<file path="src/rtl/pulse_train_gen_if.sv">
// ---------------------------------------------------------------------------
// pulse_train_gen_if
//   Groups the burst-request and status signals of pulse_train_gen.
//
//   Parameter
//     WIDTH      width of count / remaining
//
//   Signals
//     start      burst request, sampled on the rising clock edge
//     count      number of pulses to emit, sampled with start
//     abort      terminate the burst in progress
//     pulse      registered pulse-train output
//     busy       burst in progress
//     done       one-cycle completion strobe
//     remaining  pulses still to complete in the current burst
//
//   Modports
//     master     requester side (drives start/count/abort)
//     slave      generator side (drives pulse/busy/done/remaining)
// ---------------------------------------------------------------------------
interface pulse_train_gen_if #(
  parameter int WIDTH = 4
);

  logic             start;
  logic [WIDTH-1:0] count;
  logic             abort;
  logic             pulse;
  logic             busy;
  logic             done;
  logic [WIDTH-1:0] remaining;

  modport master (
    output start,
    output count,
    output abort,
    input  pulse,
    input  busy,
    input  done,
    input  remaining
  );

  modport slave (
    input  start,
    input  count,
    input  abort,
    output pulse,
    output busy,
    output done,
    output remaining
  );

endinterface

</file>
<file path="src/rtl/pulse_train_gen.sv">
// ---------------------------------------------------------------------------
// pulse_train_gen
//   Emits a burst of `count` pulses. Each pulse is HI_CYC cycles high followed
//   by LO_CYC cycles low. A one-cycle done strobe follows a completed burst;
//   abort or reset abandons a burst silently.
//
//   Parameters
//     WIDTH   width of count / remaining (must match the interface instance)
//     HI_CYC  cycles per high phase, 1..255
//     LO_CYC  cycles per low phase, 1..255
//
//   Ports
//     clk     single clock, rising edge
//     rst     asynchronous active-high reset
//     bus     pulse_train_gen_if.slave: start, count, abort in;
//             pulse, busy, done, remaining out
// ---------------------------------------------------------------------------
module pulse_train_gen #(
  parameter int WIDTH  = 4,
  parameter int HI_CYC = 1,
  parameter int LO_CYC = 1
) (
  input  logic                clk,
  input  logic                rst,
  pulse_train_gen_if.slave    bus
);

  typedef enum logic [1:0] {
    IDLE = 2'd0,
    HIGH = 2'd1,
    LOW  = 2'd2,
    DONE = 2'd3
  } state_t;

  // Terminal values of the 8-bit phase timers; a phase lasts N cycles when
  // the timer runs 0 .. N-1 and the transition fires on the last count.
  localparam logic [7:0] HI_LAST = 8'(HI_CYC - 1);
  localparam logic [7:0] LO_LAST = 8'(LO_CYC - 1);

  state_t           state;
  logic [7:0]       hi_timer;
  logic [7:0]       lo_timer;
  logic [WIDTH-1:0] remaining_q;
  logic             pulse_q;
  logic             busy_q;
  logic             done_q;

  // Outputs come straight from registers, so there is no combinational path
  // from start/count/abort to any output.
  assign bus.pulse     = pulse_q;
  assign bus.busy      = busy_q;
  assign bus.done      = done_q;
  assign bus.remaining = remaining_q;

  // State and all outputs are updated together on each transition so the
  // registered outputs always agree with the state they describe:
  //   pulse = (state == HIGH), busy = HIGH|LOW, done = (state == DONE).
  // NOTE: sequential state uses non-blocking assignments only, so every
  // right-hand side below reads the value from before this clock edge.
  always_ff @(posedge clk or posedge rst) begin
    if (rst) begin
      state       <= IDLE;
      hi_timer    <= 8'd0;
      lo_timer    <= 8'd0;
      remaining_q <= '0;
      pulse_q     <= 1'b0;
      busy_q      <= 1'b0;
      done_q      <= 1'b0;
    end else begin
      // NOTE: done is a strobe; defaulting it low here means only the
      // transition into DONE raises it, and it drops on the next edge.
      done_q <= 1'b0;

      case (state)
        IDLE: begin
          // abort has priority over a simultaneous start.
          if (bus.start && !bus.abort) begin
            if (bus.count != '0) begin
              state       <= HIGH;
              hi_timer    <= 8'd0;
              remaining_q <= bus.count;
              pulse_q     <= 1'b1;
              busy_q      <= 1'b1;
            end else begin
              // Empty burst: complete immediately without a pulse.
              state  <= DONE;
              done_q <= 1'b1;
            end
          end
        end

        HIGH: begin
          if (bus.abort) begin
            state       <= IDLE;
            hi_timer    <= 8'd0;
            lo_timer    <= 8'd0;
            remaining_q <= '0;
            pulse_q     <= 1'b0;
            busy_q      <= 1'b0;
          end else if (hi_timer == HI_LAST) begin
            // A pulse counts as completed when its high phase ends.
            state    <= LOW;
            hi_timer <= 8'd0;
            lo_timer <= 8'd0;
            pulse_q  <= 1'b0;
            if (remaining_q != '0) begin
              remaining_q <= remaining_q - 1'b1;
            end
          end else begin
            hi_timer <= hi_timer + 8'd1;
          end
        end

        LOW: begin
          if (bus.abort) begin
            state       <= IDLE;
            hi_timer    <= 8'd0;
            lo_timer    <= 8'd0;
            remaining_q <= '0;
            pulse_q     <= 1'b0;
            busy_q      <= 1'b0;
          end else if (lo_timer == LO_LAST) begin
            lo_timer <= 8'd0;
            if (remaining_q == '0) begin
              state  <= DONE;
              busy_q <= 1'b0;
              done_q <= 1'b1;
            end else begin
              state    <= HIGH;
              hi_timer <= 8'd0;
              pulse_q  <= 1'b1;
            end
          end else begin
            lo_timer <= lo_timer + 8'd1;
          end
        end

        DONE: begin
          // Exactly one cycle here; start is ignored until back in IDLE.
          state <= IDLE;
        end

        default: begin
          state       <= IDLE;
          hi_timer    <= 8'd0;
          lo_timer    <= 8'd0;
          remaining_q <= '0;
          pulse_q     <= 1'b0;
          busy_q      <= 1'b0;
        end
      endcase
    end
  end

endmodule

</file>
<file path="src/flat_wrapper.sv">
// flat-port wrapper written by rule: the top's interface ports become plain ports
module pulse_train_gen_flat 
#(
  parameter int WIDTH  = 4,
  parameter int HI_CYC = 1,
  parameter int LO_CYC = 1
)
  (clk, rst, bus_start, bus_count, bus_abort, bus_pulse, bus_busy, bus_done, bus_remaining);
  pulse_train_gen_if #(.WIDTH(WIDTH)) bus_i ();
  input  logic clk;
  input  logic rst;
  input wire logic [$bits(bus_i.start)-1:0] bus_start;
  input wire logic [$bits(bus_i.count)-1:0] bus_count;
  input wire logic [$bits(bus_i.abort)-1:0] bus_abort;
  output wire logic [$bits(bus_i.pulse)-1:0] bus_pulse;
  output wire logic [$bits(bus_i.busy)-1:0] bus_busy;
  output wire logic [$bits(bus_i.done)-1:0] bus_done;
  output wire logic [$bits(bus_i.remaining)-1:0] bus_remaining;
  assign bus_i.start = bus_start;
  assign bus_i.count = bus_count;
  assign bus_i.abort = bus_abort;
  assign bus_pulse = bus_i.pulse;
  assign bus_busy = bus_i.busy;
  assign bus_done = bus_i.done;
  assign bus_remaining = bus_i.remaining;
  pulse_train_gen #(.WIDTH(WIDTH), .HI_CYC(HI_CYC), .LO_CYC(LO_CYC)) u_core (.clk(clk), .rst(rst), .bus(bus_i));
endmodule
</file>
<file path="config.mk">
export PLATFORM = sky130hd
export DESIGN_NAME = pulse_train_gen_flat
export DESIGN_NICKNAME = d
export VERILOG_FILES = /design/src/rtl/pulse_train_gen_if.sv /design/src/rtl/pulse_train_gen.sv /design/src/flat_wrapper.sv
export SDC_FILE = /design/constraint.sdc
export NUM_CORES = 1
export LEC_CHECK = 0
export BUFFER_PORTS_ARGS = -buffer_cell sky130_fd_sc_hd__buf_2
export CORE_ASPECT_RATIO = 1.25
export CORE_UTILIZATION = 62
export CTS_BUF_LIST = sky130_fd_sc_hd__clkbuf_4 sky130_fd_sc_hd__clkbuf_8 sky130_fd_sc_hd__clkbuf_16
export CTS_CLUSTER_SIZE = 10
export DETAILED_ROUTE_END_ITERATION = 10
export PLACE_DENSITY = 0.81
export SLEW_MARGIN = 40
export SYNTH_ARGS = -nofsm -noshare
export SYNTH_HDL_FRONTEND = slang
export SYNTH_SLANG_ARGS = --single-unit
</file>
<file path="constraint.sdc">
create_clock -name clk -period 6.8 [get_ports clk]
set_input_delay 1.36 -clock clk [delete_from_list [all_inputs] [get_ports clk]]
set_output_delay 1.36 -clock clk [all_outputs]
set_load 0.005 [all_outputs]
</file>
# Word-level counts from Yosys, hierarchy flattened
# Index checks and enable logic that the tools add are counted.
# word_totals
word_cells,85
output_inout_bits,7
inputBits,8
register_bits,25
# classes
n_eq_ne,12
addsub,3
muxes,47
n_reduce_logical,16
# op_table
operator,count
$mux W8,11
$mux W4,6
$pmux W8 S3,1
$reduce_and A6 Y1,3
$add A8 B1 Y8 const B,2
$logic_not A8 Y1,2
$mux W1,16
$pmux W8 S2,1
$mux W2,7
$ne A3 B2 Y1 const B,4
$pmux W4 S3,1
$pmux W2 S4,1
$reduce_bool A4 Y1,2
$pmux W1 S3,2
$reduce_and A5 Y1,1
$eq A2 B2 Y1 const B,2
$logic_not A4 Y1,1
$ne A2 B1 Y1 const B,2
$ne A2 B2 Y1 const B,2
$sub A4 B1 Y4 const B,1
$ne A3 B3 Y1 const B,1
$reduce_and A3 Y1,1
$reduce_bool A3 Y1,1
$eq A2 B1 Y1 const B,1
6 further kinds,6

# Depth between registers and ports, before layout
# depth
word_depth,5
depth_mapped,9

# Worst setup path after synthesis
# Ideal clock, no wire load.
# synth_timing
path_type,input to register
startpoint,input port bus_abort
endpoint,register u_core.hi_timer[5]
required_ns,6.696
path_stages,6
setup_time_ns,0.104
arrival_ns,2.618
path_buffers,1
path_slack_ns,4.079
cell_sequence,nand2b_1 -> a21oi_1 -> nand3_4 -> or2_0 -> clkbuf_2 -> o41ai_2
# synth_via
elab_chain_len,4
# synth_lines
element,line,source
"start, declared",flat_wrapper.sv:14,input wire logic [$bits(bus_i.abort)-1:0] bus_abort;
$logic_not A1 Y1,pulse_train_gen.sv:77,if (bus.start && !bus.abort) begin
$logic_and A1 B1 Y1,pulse_train_gen.sv:77,
$ne A2 B1 Y1 (no source line),n/a,
$reduce_and A5 Y1 (no source line),n/a,
"end signal, assigned",pulse_train_gen.sv:110,hi_timer <= hi_timer + 8'd1;
"end, declared",pulse_train_gen.sv:41,logic [7:0] hi_timer;
# Several ways; a longest one is shown, not always the timed one.
# A chain may end at the register's enable or synchronous reset.

# Final worst setup path
# layout_timing
startpoint,register u_core.hi_timer[0]
endpoint,register u_core.lo_timer[4]
# layout_via
elab_chain_len,3
# layout_lines
element,line,source
$logic_not A8 Y1,pulse_train_gen.sv:100,end else if (hi_timer == HI_LAST) begin
$ne A3 B2 Y1 (no source line),n/a,
$reduce_and A2 Y1 (no source line),n/a,
"end signal, assigned",pulse_train_gen.sv:134,lo_timer <= lo_timer + 8'd1;
"end, declared",pulse_train_gen.sv:42,logic [7:0] lo_timer;
# Every way passes these cells.

==> results.json <==
{
  "drv_slew": 0,
  "netlist.area_leader.share": 0.406,
  "slowest_delay_ns": 0.56,
  "netlist_instances": 174,
  "antenna_found_initial": 0,
  "cts_resized": 0,
  "fin_cells": 218,
  "grt_use_total": 0.253,
  "insertion_delay_ns": 0.33,
  "clock_skew_ns": 0.00932,
  "synth_warnings": 0,
  "crit_chain": "inv_1 > ha_1 > or4b_1 > o41ai_4 > nand2_1 > or2_2 > o31ai_1",
  "h-tree-depth": 1,
  "final_net_count": 207,
  "grt_pass1_wl_um": 4990,
  "dpl_cell_area_um2": 1640,
  "dpl.hpwl_um": 2320,
  "grt_pass1_vias": 1210,
  "io_buffers": 14,
  "netlist_area_um2": 1540,
  "grt_max_degree": 26,
  "fin_crit_ns": 2.80,
  "finalSetupViolCount": 0,
  "numCtsBuffers": 3,
  "synth_cell_types": 32,
  "hold_viol_final": 0,
  "clk_pin_slew_ns": 0.15,
  "max_freq_mhz": 357,
  "synth-main-ff-cell": "dfrtp_1",
  "routed_wl_um": 3030,
  "drc": 0,
  "syn-num-nets": 193,
  "cp.arrival_ns": 3.05,
  "critPathKind": "flip-flop to flip-flop",
  "num_vias": 1289,
  "cp.required_ns": 7.05,
  "slowest_stage": "o41ai_4",
  "drv_cap": 0,
  "final_util": 0.732,
  "cts_tree": "yes",
  "path_max_fanout": 12,
  "peakVddDrop_v": 0.000269,
  "synth_commonest_cells": "26 x o21ai_0, 25 x dfrtp_1, 13 x inv_1, 13 x nand2_1",
  "syn2layout_area_growth_pct": 8.27,
  "hold_ws_ns": 0.504,
  "pre_cts_ws_ns": 3.75,
  "cts_sinks": 25,
  "drt-pass1-iter-count": 4,
  "initial_core_util": 0.676,
  "synth_edf_count": 0,
  "finalPower_uw": 458,
  "post_cts_buffers": 0,
  "die_y_um": 57.8,
  "rsz0062_at_grt": "no",
  "relSlewSlack": 0.488,
  "ys_ff_latch": 25,
  "ctsHoldBuffers": 0,
  "yosysMostFrequentCell": "o21ai_0",
  "endpoint_kind": "flip-flop",
  "setup_tns_ns": 0,
  "num_rows": 19,
  "avgSynthCellArea_um2": 8.87,
  "core_um2": 2280,
  "status": "completed",
  "start_kind": "flip-flop",
  "postRouteAntennaNets": 0,
  "n_fill_cell": 192,
  "diodes": 0,
  "place_inst": 214,
  "yosys.area.top_type": "dfrtp_1",
  "min_path_type": "flip-flop to flip-flop",
  "p_leak_nw": 0.767,
  "drtIter0Drc": 33,
  "async_reset_ff_frac": 1.00,
  "layout_setup_ws_ns": 4.00,
  "drive_gt1_frac": 0.144,
  "ctsLongestPathBuffers": 2,
  "period_share": 0.412,
  "die_x_um": 46.6,
  "final_area_um2": 1670,
  "cts_root_buf": "clkbuf_4",
  "power_density_nw_per_um2": 274,
  "ys_top_cells_by_area": "dfrtp_1 41%, ha_1 8.9%, o21ai_0 8.4%",
  "worst_pin_slew_ns": 0.766,
  "place_congestion": 0.793,
  "overflow": 0,
  "avgViaCountPerCell": 5.91,
  "ys_seq_area_frac": 0.406,
  "ios": 15,
  "post_drt_wl_per_cell_um": 13.9,
  "design.die.area_um2": 2690
}
==> final cells by class <==
cell class	instances	area (µm²)	area share
multi-input cells	131	857	0.513
clock inverters	1	7.51	0.00449
well taps	31	38.8	0.0232
clock buffers	3	22.5	0.0135
inverters	13	48.8	0.0292
repair buffers	14	70.1	0.0419
flip-flops and latches	25	626	0.375
==> layer usage <==
metal,share of wire,track usage,wire length [µm],up-vias
met2,0.53,0.460,1590,28
li1,-,-,-,645
met4,0.016,0.102,48,0
met3,0.033,0.0280,99,5
met5,0,0,0,-
met1,0.43,0.287,1290,611
==> cell usage in the layout, fill, tap and decap left out, types with 2 or more instances in the layout <==
cell	Yosys	final
clkbuf_4	0	3
ha_1	11	11
nand3_1	11	11
dfrtp_1	25	25
inv_1	13	12
a31oi_1	2	2
buf_2	2	14
a21oi_1	9	9
or3_1	2	2
or2_2	2	2
o31ai_1	10	10
nand2b_1	6	6
nor3b_1	2	2
o21ai_0	26	26
nor2_1	11	11
nor2b_1	5	5
nand4_1	2	2
nor3_1	3	3
nand2_1	13	13
and3_1	4	4
==> kinds of logic after synthesis <==
logic type	after synthesis	share of synthesized area
and+or+nand+nor	67	0.238
AOI/OAI and AO/OA	52	0.213
DFF	25	0.406
buffers and inverters	18	0.0462
adders and majority gates	11	0.0892
muxes	1	0.00730
==> state kept, by name, summed over array words and instances, names as in the netlist <==
signal                cells
u_core.hi_timer           8
u_core.lo_timer           8
u_core.bus.remaining      4
u_core.state              2
u_core.bus.busy           1
u_core.bus.done           1
u_core.bus.pulse          1
==> power by group <==
part | leakage [nW] | internal, mW | switching (mW)
combinational | 0.417 | 0.0754 | 0.124
sequential | 0.337 | 0.171 | 0.0171
clock | 0.0139 | 0.0226 | 0.0476
total | 0.767 | 0.269 | 0.189
==> final timing paths <==
kind | startpoint | to | slack [ns] | cells after the start
worst max-delay path | u_core.hi_timer[0]$_DFFE_PP0P_ | u_core.lo_timer[4]$_DFFE_PP0P_ | 4.00 | 7
worst min-delay path | u_core.hi_timer[7]$_DFFE_PP0P_ | u_core.hi_timer[7]$_DFFE_PP0P_ | 0.50 | 1
worst max register to register | u_core.hi_timer[0]$_DFFE_PP0P_ | u_core.lo_timer[4]$_DFFE_PP0P_ | 4.00 | 7
worst min register to register | u_core.hi_timer[7]$_DFFE_PP0P_ | u_core.hi_timer[7]$_DFFE_PP0P_ | 0.50 | 1
max in group asynchronous | rst | u_core.lo_timer[1]$_DFFE_PP0P_ | 5.42 | 2
min in group asynchronous | rst | u_core.lo_timer[2]$_DFFE_PP0P_ | 1.03 | 2
==> worst max-delay path: cells and delay by family, from the launching register on <==
family | cells | cell delay, ns
simple gates | 3 | 1.24
buf+inv | 1 | 0.07
fa+ha+maj | 1 | 0.13
compound gates | 2 | 0.82
flops | 1 | 0.45
(Power assumes the default switching activity.)
